**src/rtl/mem_access_stage_if.sv**
```systemverilog
// rtl/mem_access_stage_if.sv - data-memory req/ack bus between the load/store stage and memory
interface mem_access_stage_if #(
  parameter int ADDR_W = 16,
  parameter int DATA_W = 8
);
  logic              mem_req;
  logic              mem_we;
  logic [ADDR_W-1:0] mem_addr;
  logic [DATA_W-1:0] mem_wdata;
  logic              mem_ack;
  logic [DATA_W-1:0] mem_rdata;

  modport master (
    output mem_req, mem_we, mem_addr, mem_wdata,
    input  mem_ack, mem_rdata
  );

  modport slave (
    input  mem_req, mem_we, mem_addr, mem_wdata,
    output mem_ack, mem_rdata
  );
endinterface

```
**src/rtl/mem_access_stage.sv**
```systemverilog
// rtl/mem_access_stage.sv - load/store stage: one req/ack access, load writeback, bus timeout fault
// Optional pointer post-increment through the register-file pair adder when POST_INC_EN is defined.
module mem_access_stage #(
  parameter int ADDR_W      = 16,
  parameter int DATA_W      = 8,
  parameter int TIMEOUT_CYC = 64
) (
  input  logic              clk,
  input  logic              reset,
  input  logic              start,
  input  logic              is_store,
  input  logic [3:0]        ptr_sel,
  input  logic [DATA_W-1:0] ptr_hi,
  input  logic [DATA_W-1:0] ptr_lo,
  input  logic [DATA_W-1:0] st_data,
  input  logic [3:0]        dst_sel,
  input  logic [DATA_W-1:0] inc_const,
  output logic              busy,
  output logic              done,
  output logic              fault,
  output logic              rf_write_en,
  output logic              rf_add,
  output logic [3:0]        rf_a_select,
  output logic [DATA_W-1:0] rf_din,
  output logic [DATA_W-1:0] rf_constant,
  mem_access_stage_if.master mem
);

  localparam int CNT_W = (TIMEOUT_CYC > 2) ? $clog2(TIMEOUT_CYC) : 1;
  localparam logic [CNT_W-1:0] CNT_LAST = CNT_W'(TIMEOUT_CYC - 1);

`ifdef POST_INC_EN
  typedef enum logic [1:0] {IDLE, REQ, WB, INC} state_t;
`else
  typedef enum logic [1:0] {IDLE, REQ, WB} state_t;
`endif

  state_t            state;
  logic              store_q;
  logic [ADDR_W-1:0] addr_q;
  logic [DATA_W-1:0] wdata_q;
  logic [3:0]        dst_q;
  logic [DATA_W-1:0] rdata_q;
  logic [CNT_W-1:0]  cnt;
  logic              fault_q;

  logic   in_req;
  logic   ack_hit;
  logic   timeout_hit;
  logic   post_inc;
  state_t after_ok;

`ifdef POST_INC_EN
  logic [2:0]        pair_q;
  logic [DATA_W-1:0] inc_q;
  logic              unused_bits;

  assign post_inc    = (inc_q != '0);
  assign after_ok    = post_inc ? INC : IDLE;
  assign unused_bits = ptr_sel[0];
`else
  logic unused_bits;

  assign post_inc    = 1'b0;
  assign after_ok    = IDLE;
  assign unused_bits = ^{ptr_sel, inc_const};
`endif

  assign in_req      = (state == REQ);
  assign ack_hit     = in_req && mem.mem_ack;
  // An ack arriving in the last allowed cycle still counts as success.
  assign timeout_hit = in_req && !mem.mem_ack && (cnt == CNT_LAST);

  always_ff @(posedge clk or negedge reset) begin
    if (!reset) begin
      state   <= IDLE;
      store_q <= 1'b0;
      addr_q  <= '0;
      wdata_q <= '0;
      dst_q   <= '0;
      rdata_q <= '0;
      cnt     <= '0;
      fault_q <= 1'b0;
`ifdef POST_INC_EN
      pair_q  <= '0;
      inc_q   <= '0;
`endif
    end else begin
      case (state)
        IDLE: begin
          if (start) begin
            store_q <= is_store;
            addr_q  <= ADDR_W'({ptr_hi, ptr_lo});
            wdata_q <= st_data;
            dst_q   <= dst_sel;
            cnt     <= '0;
            fault_q <= 1'b0;
`ifdef POST_INC_EN
            pair_q  <= ptr_sel[3:1];
            inc_q   <= inc_const;
`endif
            state   <= REQ;
          end
        end
        REQ: begin
          if (mem.mem_ack) begin
            if (!store_q) begin
              rdata_q <= mem.mem_rdata;
              state   <= WB;
            end else begin
              state   <= after_ok;
            end
          end else if (cnt == CNT_LAST) begin
            fault_q <= 1'b1;
            state   <= IDLE;
          end else begin
            cnt <= cnt + CNT_W'(1);
          end
        end
        WB: state <= after_ok;
`ifdef POST_INC_EN
        INC: state <= IDLE;
`endif
        default: state <= IDLE;
      endcase
    end
  end

  assign busy  = (state != IDLE);
  assign fault = fault_q | timeout_hit;

  assign mem.mem_req   = in_req;
  assign mem.mem_we    = in_req & store_q;
  assign mem.mem_addr  = in_req ? addr_q : '0;
  assign mem.mem_wdata = in_req ? wdata_q : '0;

  assign rf_write_en = (state == WB);
  assign rf_din      = (state == WB) ? rdata_q : '0;

`ifdef POST_INC_EN
  assign done        = (ack_hit && store_q && !post_inc) || timeout_hit ||
                       ((state == WB) && !post_inc) || (state == INC);
  assign rf_add      = (state == INC);
  assign rf_constant = (state == INC) ? inc_q : '0;
  assign rf_a_select = (state == WB)  ? dst_q :
                       (state == INC) ? {pair_q, 1'b0} : 4'd0;
`else
  assign done        = (ack_hit && store_q) || timeout_hit || (state == WB);
  assign rf_add      = 1'b0;
  assign rf_constant = '0;
  assign rf_a_select = (state == WB) ? dst_q : 4'd0;
`endif

endmodule

```
**src/flat_wrapper.sv**
```systemverilog
// flat-port wrapper written by rule: the top's interface ports become plain ports
module mem_access_stage_flat 
#(
  parameter int ADDR_W      = 16,
  parameter int DATA_W      = 8,
  parameter int TIMEOUT_CYC = 64
)
  (clk, reset, start, is_store, ptr_sel, ptr_hi, ptr_lo, st_data, dst_sel, inc_const, busy, done, fault, rf_write_en, rf_add, rf_a_select, rf_din, rf_constant, mem_mem_req, mem_mem_we, mem_mem_addr, mem_mem_wdata, mem_mem_ack, mem_mem_rdata);
  mem_access_stage_if #(.ADDR_W(ADDR_W), .DATA_W(DATA_W)) mem_i ();
  input  logic clk;
  input  logic reset;
  input  logic start;
  input  logic is_store;
  input  logic [3:0] ptr_sel;
  input  logic [DATA_W-1:0] ptr_hi;
  input  logic [DATA_W-1:0] ptr_lo;
  input  logic [DATA_W-1:0] st_data;
  input  logic [3:0] dst_sel;
  input  logic [DATA_W-1:0] inc_const;
  output logic busy;
  output logic done;
  output logic fault;
  output logic rf_write_en;
  output logic rf_add;
  output logic [3:0] rf_a_select;
  output logic [DATA_W-1:0] rf_din;
  output logic [DATA_W-1:0] rf_constant;
  output wire logic [$bits(mem_i.mem_req)-1:0] mem_mem_req;
  output wire logic [$bits(mem_i.mem_we)-1:0] mem_mem_we;
  output wire logic [$bits(mem_i.mem_addr)-1:0] mem_mem_addr;
  output wire logic [$bits(mem_i.mem_wdata)-1:0] mem_mem_wdata;
  input wire logic [$bits(mem_i.mem_ack)-1:0] mem_mem_ack;
  input wire logic [$bits(mem_i.mem_rdata)-1:0] mem_mem_rdata;
  assign mem_mem_req = mem_i.mem_req;
  assign mem_mem_we = mem_i.mem_we;
  assign mem_mem_addr = mem_i.mem_addr;
  assign mem_mem_wdata = mem_i.mem_wdata;
  assign mem_i.mem_ack = mem_mem_ack;
  assign mem_i.mem_rdata = mem_mem_rdata;
  mem_access_stage #(.ADDR_W(ADDR_W), .DATA_W(DATA_W), .TIMEOUT_CYC(TIMEOUT_CYC)) u_core (.clk(clk), .reset(reset), .start(start), .is_store(is_store), .ptr_sel(ptr_sel), .ptr_hi(ptr_hi), .ptr_lo(ptr_lo), .st_data(st_data), .dst_sel(dst_sel), .inc_const(inc_const), .busy(busy), .done(done), .fault(fault), .rf_write_en(rf_write_en), .rf_add(rf_add), .rf_a_select(rf_a_select), .rf_din(rf_din), .rf_constant(rf_constant), .mem(mem_i));
endmodule
```
**config.mk**
```make
export PLATFORM = sky130hd
export DESIGN_NAME = mem_access_stage_flat
export DESIGN_NICKNAME = d
export VERILOG_FILES = /design/src/rtl/mem_access_stage_if.sv /design/src/rtl/mem_access_stage.sv /design/src/flat_wrapper.sv
export SDC_FILE = /design/constraint.sdc
export NUM_CORES = 1
export LEC_CHECK = 0
export ABC_AREA = 1
export CAP_MARGIN = 20
export CORE_UTILIZATION = 38
export CTS_BUF_LIST = sky130_fd_sc_hd__clkbuf_2
export CTS_CLUSTER_SIZE = 12
export DETAILED_ROUTE_END_ITERATION = 12
export PLACE_DENSITY = 0.83
export SETUP_SLACK_MARGIN = 0.02
export SKIP_CTS_REPAIR_TIMING = 1
export SYNTH_ARGS = -nofsm -noshare
export SYNTH_HDL_FRONTEND = slang
export SYNTH_SLANG_ARGS = --single-unit
```
**constraint.sdc**
```tcl
create_clock -name clk -period 1.3 [get_ports clk]
set_clock_uncertainty 0.1 [all_clocks]
set_input_delay 0.195 -clock clk [delete_from_list [all_inputs] [get_ports clk]]
set_output_delay 0.195 -clock clk [all_outputs]
set_load 0.02 [all_outputs]
```
==> Word-level counts from Yosys, hierarchy flattened <==
Index checks and enable logic that the tools add are counted.
{ "word_totals": {"reg_bits": 46, "input_bits": 53, "out_inout_bits": 51} }
{ "op_classes": {"add_sub_neg": 1, "eq_ne": 8, "muxes": 17, "bitwise": 3, "reduce_logical": 15} }
{ "op_table": {"columns": ["cell", "n"], "rows": [
  ["$mux W6", 3],
  ["$mux W16", 1],
  ["$mux W8", 2],
  ["$pmux W6 S2", 1],
  ["$mux W2", 4],
  ["$ne A2 B2 Y1 const B", 4],
  ["$reduce_and A4 Y1", 2],
  ["$add A6 B1 Y6 const B", 1],
  ["$eq A6 B6 Y1 const B", 1],
  ["$logic_and A1 B1 Y1", 4],
  ["$mux W4", 1],
  ["$pmux W2 S2", 1],
  ["$reduce_and A2 Y1", 2],
  ["$reduce_bool A2 Y1", 2],
  ["$mux W1", 3],
  ["$ne A3 B3 Y1 const B", 1],
  ["$reduce_and A3 Y1", 1],
  ["$eq A2 B1 Y1 const B", 1],
  ["$eq A2 B2 Y1 const B", 1],
  ["$logic_not A2 Y1", 1],
  ["$logic_or A1 B1 Y1", 2],
  ["$pmux W1 S2", 1],
  ["$and A1 B1 Y1", 1],
  ["$logic_not A1 Y1", 1],
  ["other kinds (2)", 2]
]} }

==> Logic depth before layout (Yosys ltp) <==
{ "logic_depth": {"ltp_word": 5, "mapped_depth": 8, "depth_no_buf": 8} }

==> Worst setup path after synthesis <==
Ideal clock, no wire load.
{ "synth_timing": {"kind": "register to output", "startpoint": "reg u_core.state[0]", "endpoint": "out rf_a_select[0]", "arrival_time_ns": 1.344, "slack_ns": -0.339, "stages_incl_launch_ff": 5, "path_buffers": 1, "cell_sequence": "dfrtp_1 -> nor2_1 -> inv_1 -> buf_2 -> nor2_1"} }
{ "synth_between": {"elab_chain_len": 2} }
{ "synth_rtl": {"columns": ["item", "line", "rtl"], "rows": [
  ["from (decl)", "mem_access_stage.sv:38", "state_t state;"],
  ["from (signal assigned)", "mem_access_stage.sv:111", "state <= after_ok;"],
  ["from (signal assigned)", "mem_access_stage.sv:120", "WB: state <= after_ok;"],
  ["$eq A2 B2 Y1", null, null],
  ["net rf_write_en", "flat_wrapper.sv:23", "output logic rf_write_en;"],
  ["$mux W4", "mem_access_stage.sv:151", "assign rf_a_select = (state == WB) ? dst_q : 4'd0;"],
  ["to (decl)", "flat_wrapper.sv:25", "output logic [3:0] rf_a_select;"]
]} }
The timed path passes the listed nets, and every way through them passes these cells.

==> Worst setup path in the final report <==
{ "layout_timing": {"startpoint": "reg u_core.cnt[1]", "endpoint": "out done"} }
{ "layout_between": {"elab_chain_len": 4} }
{ "layout_rtl": {"columns": ["item", "line", "rtl"], "rows": [
  ["from (decl)", "mem_access_stage.sv:44", "logic [CNT_W-1:0] cnt;"],
  ["from (signal assigned)", "mem_access_stage.sv:117", "cnt <= cnt + CNT_W'(1);"],
  ["$eq A6 B6 Y1", "mem_access_stage.sv:72", "assign timeout_hit = in_req && !mem.mem_ack && (cnt == CNT_LAST);"],
  ["$logic_and A1 B1 Y1", "mem_access_stage.sv:72", null],
  ["$logic_or A1 B1 Y1 (2 in a row)", "mem_access_stage.sv:148", "assign done = (ack_hit && store_q) || timeout_hit || (state == WB);"],
  ["to (decl)", "flat_wrapper.sv:21", "output logic done;"]
]} }
Every way passes these cells.

==> impl_metrics.xml <==
<?xml version="1.0" encoding="UTF-8"?>
<metrics>
  <group name="yosys">
    <metric name="synth_most_common_cell" unit="">nor2_1</metric>
    <metric name="synth_edf_count" unit="">0</metric>
    <metric name="synth.yosys.seq_area_share" unit="%">51.7</metric>
    <metric name="netlist.top_cell.by_area" unit="">dfrtp_1</metric>
    <metric name="avgSynthCellArea" unit="sq um">8.07</metric>
    <metric name="synth_largest_type_area_fraction" unit="%">51.7</metric>
    <metric name="ff_latch_count_synth" unit="">46</metric>
    <metric name="gate_count_of_the_mapped_netlist" unit="">276</metric>
    <metric name="synthArstFlopShare" unit="%">100</metric>
    <metric name="synth_cell_types" unit="">23</metric>
    <metric name="synth_common_cells" unit="">nor2_1 (70), dfrtp_1 (46), inv_1 (45), a21oi_1 (30), nand2_1 (29)</metric>
    <metric name="synth.area.top_cells" unit="">dfrtp_1 (52%), nor2_1 (12%), inv_1 (7.6%), a21oi_1 (6.7%), nand2_1 (4.9%)</metric>
    <metric name="dominantRegCellSynth" unit="">dfrtp_1</metric>
    <metric name="synth_warnings" unit="">0</metric>
    <metric name="syn-cell-area" unit="sq um">2230</metric>
  </group>
  <group name="worst_setup_path">
    <metric name="crit_type" unit="">register to output pin</metric>
    <metric name="worst-endpoint-arrival" unit="ns">1.56</metric>
    <metric name="cp-startpoint" unit="">u_core.cnt[1]</metric>
    <metric name="critical_path.cell_chain" unit="">ha_4, nand3_4, nor2_4, nand2_2, nand3_2, buf_6</metric>
    <metric name="r2r_start" unit="">u_core.state[0]</metric>
    <metric name="crit_path_top_delay_cell" unit="">dfrtp_1</metric>
    <metric name="worst-path-max-fanout" unit="">3</metric>
    <metric name="crit_path_end_kind" unit="">output pin</metric>
    <metric name="worstPathRequired" unit="ns">1.00</metric>
    <metric name="slowest_delay" unit="ns">0.45</metric>
    <metric name="worstSetupStartpointType" unit="">register</metric>
  </group>
  <group name="floorplanning">
    <metric name="die_area" unit="sq um">6170</metric>
    <metric name="floorplan.die.height" unit="um">78.6</metric>
    <metric name="die_width" unit="um">78.6</metric>
    <metric name="io_pins" unit="">104</metric>
    <metric name="core_area" unit="sq um">5570</metric>
    <metric name="rows" unit="">27</metric>
    <metric name="initial_core_util" unit="%">40.0</metric>
  </group>
  <group name="pwr">
    <metric name="leakage" unit="nW">1.94</metric>
    <metric name="vdd_ir_drop_max" unit="V">0.00114</metric>
    <metric name="power_per_cell_area" unit="nW/um^2">1920</metric>
  </group>
  <group name="cells_and_area">
    <metric name="multi_input_comb_area" unit="sq um">1350</metric>
    <metric name="num-nets-final" unit="">453</metric>
    <metric name="register_area" unit="sq um">1150</metric>
    <metric name="fillers" unit="">395</metric>
    <metric name="final_layout_size_suffix_gt1_share" unit="%">52.5</metric>
    <metric name="antenna_cells_inserted" unit="">0</metric>
    <metric name="utilization" unit="%">74.7</metric>
    <metric name="area.growth.synth_to_final" unit="%">87.0</metric>
  </group>
  <group name="routing">
    <metric name="vias_per_cell" unit="">4.68</metric>
    <metric name="routed_wl" unit="um">7030</metric>
    <metric name="initialDrtViolationCount" unit="">94</metric>
    <metric name="dr_total_vias" unit="">2210</metric>
    <metric name="detail-route-antenna-nets" unit="">0</metric>
    <metric name="drc" unit="">0</metric>
    <metric name="route.detailed.wl_per_inst" unit="um">14.9</metric>
    <metric name="drt_pre_antenna_iters" unit="">4</metric>
  </group>
  <group name="sta">
    <metric name="setup_viol" unit="">88</metric>
    <metric name="slew_violations" unit="">0</metric>
    <metric name="clock.fmax" unit="MHz">539</metric>
    <metric name="grt_setup_unrepaired" unit="">yes</metric>
    <metric name="finalCritPeriodShare" unit="%">143</metric>
    <metric name="post-route-min-period" unit="ns">1.86</metric>
    <metric name="postLayoutSetupSlackWorst" unit="ns">-0.557</metric>
    <metric name="final_hold_viol_count" unit="">0</metric>
  </group>
  <group name="global_route">
    <metric name="wire_length_of_the_first_global_routing_pass" unit="um">8530</metric>
    <metric name="gr-usage-all-layers" unit="%">17.8</metric>
    <metric name="grt_max_degree" unit="">59</metric>
    <metric name="antenna_violations_before_repair" unit="">0</metric>
    <metric name="via_count_of_the_first_global_routing_pass" unit="">1929</metric>
    <metric name="grt-ovfl-total" unit="">0</metric>
  </group>
  <group name="clocking">
    <metric name="cts_num_sinks" unit="">46</metric>
    <metric name="clkTransAtPathRegs" unit="ns">0.27</metric>
    <metric name="cts_tree" unit="">done</metric>
    <metric name="tritoncts.num_buffers" unit="">5</metric>
    <metric name="htree_levels" unit="">2</metric>
    <metric name="cts.root.buffer_cell" unit="">clkbuf_2</metric>
    <metric name="ctsLongestPathBuffers" unit="">2</metric>
    <metric name="clock_insertion_delay_worst_skew" unit="ns">0.41</metric>
  </group>
  <group name="placed_design">
    <metric name="portBuffers" unit="">82</metric>
    <metric name="place_congestion" unit="">0.773</metric>
    <metric name="sum_of_net_half_perimeters_after_detailed_placement" unit="um">3970</metric>
    <metric name="dp_worst_setup_slack" unit="ns">-0.639</metric>
  </group>
  <group name="run_status">
    <metric name="violations" unit="">setup timing</metric>
    <metric name="run_status" unit="">finished with violations</metric>
  </group>
  <group name="hold_path">
    <metric name="holdCritPathClass" unit="">primary input to asynchronous set/reset pin</metric>
  </group>
  <group name="flow_run">
    <metric name="max-cap-violations" unit="">0</metric>
  </group>
</metrics>
==> worst paths after layout <==
kind                                     endpoint  slack, ns  cells after the start
worst min register to register  u_core.rdata_q[7]       0.47                      2
worst max-delay path                         done      -0.56                      6
worst max register to register  u_core.rdata_q[5]      -0.36                      9
max in group asynchronous         u_core.state[0]       0.72                      3
worst min-delay path            u_core.wdata_q[2]        0.1                      3
min in group clk                u_core.rdata_q[1]       0.20                      3
==> flip-flops by register name (all words and copies together) (netlist names) <==
| signal | flops |
|---|---|
| u_core.addr_q | 16 |
| u_core.cnt | 6 |
| u_core.dst_q | 4 |
| u_core.fault_q | 1 |
| u_core.rdata_q | 8 |
| u_core.state | 2 |
| u_core.store_q | 1 |
| u_core.wdata_q | 8 |
==> through the flow <==
step | std cells | instance area, sq um | setup TNS (ns) | hold slack [ns] | power [mW]
2_1_floorplan | 284 | 2550 | -0.0440 | -0.201 | 4.63
4_1_cts | 456 | 3650 | -51.38 | -0.415 | 7.20
3_5_place_dp | 448 | 3560 | -29.29 | 0.0999 | 6.20
5_1_grt | 472 | 4170 | -38.00 | 0.113 | 8.44
3_3_place_gp | 448 | 3560 | -26.15 | 0.0921 | 6.05
6_report | 472 | 4170 | -30.97 | 0.0973 | 7.99
==> logic make-up (layout without fill, tap and decap cells) <==
family	count (synthesis)	in the layout	share of synthesized area [%]
buffers and inverters	68	184	14.8
other	1	9	0.168
flip-flops	46	46	51.7
AND/OR/NAND/NOR	112	112	20.2
AO/OA/AOI/OAI	48	48	12.5
adder cells (fa/ha/maj)	1	1	0.562
==> final cells by class <==
class / instances / area share (%)
inverters: 47 / 4.63
multi-input cells: 170 / 32.5
repair inverters: 1 / 0.270
well taps: 72 / 2.16
repair buffers: 128 / 30.5
clock inverters: 3 / 1.65
flip-flops and latches: 46 / 27.7
clock buffers: 5 / 0.601
==> layer usage <==
layer	routed length [um]	global-route usage (%)
met1	2720	20.9
met2	3890	32.3
met3	309	4.07
met4	108	4.63
met5	0	0
==> critical path: cells and delay by family (launching register included) <==
kind	cells	cell delay [ns]
buffers and inverters	1	0.12
flip-flops	1	0.45
AND/OR/NAND/NOR	4	0.41
adder cells (fa/ha/maj)	1	0.17
==> power breakdown <==
part	switching [mW]	total (mW)	internal [mW]
logic	2.69	4.79	2.09
clock network	0.489	1.01	0.521
registers	0.217	2.20	1.98
total	3.40	7.99	4.59
==> cell usage in the layout, fill, tap and decap left out, types with 8 or more instances in the layout <==
cell type,synthesis,layout
o21ai_2,9,9
a21oi_2,0,26
buf_12,0,9
inv_1,45,42
conb_1,1,9
nor2_4,0,51
buf_2,6,10
nor2_1,70,13
clkbuf_2,0,12
nand2_1,29,27
clkdlybuf4s50_1,0,39
buf_6,4,19
nor2_2,2,8
dfrtp_1,46,45
buf_4,9,39
No activity file was read; power rests on OpenSTA's default activity.
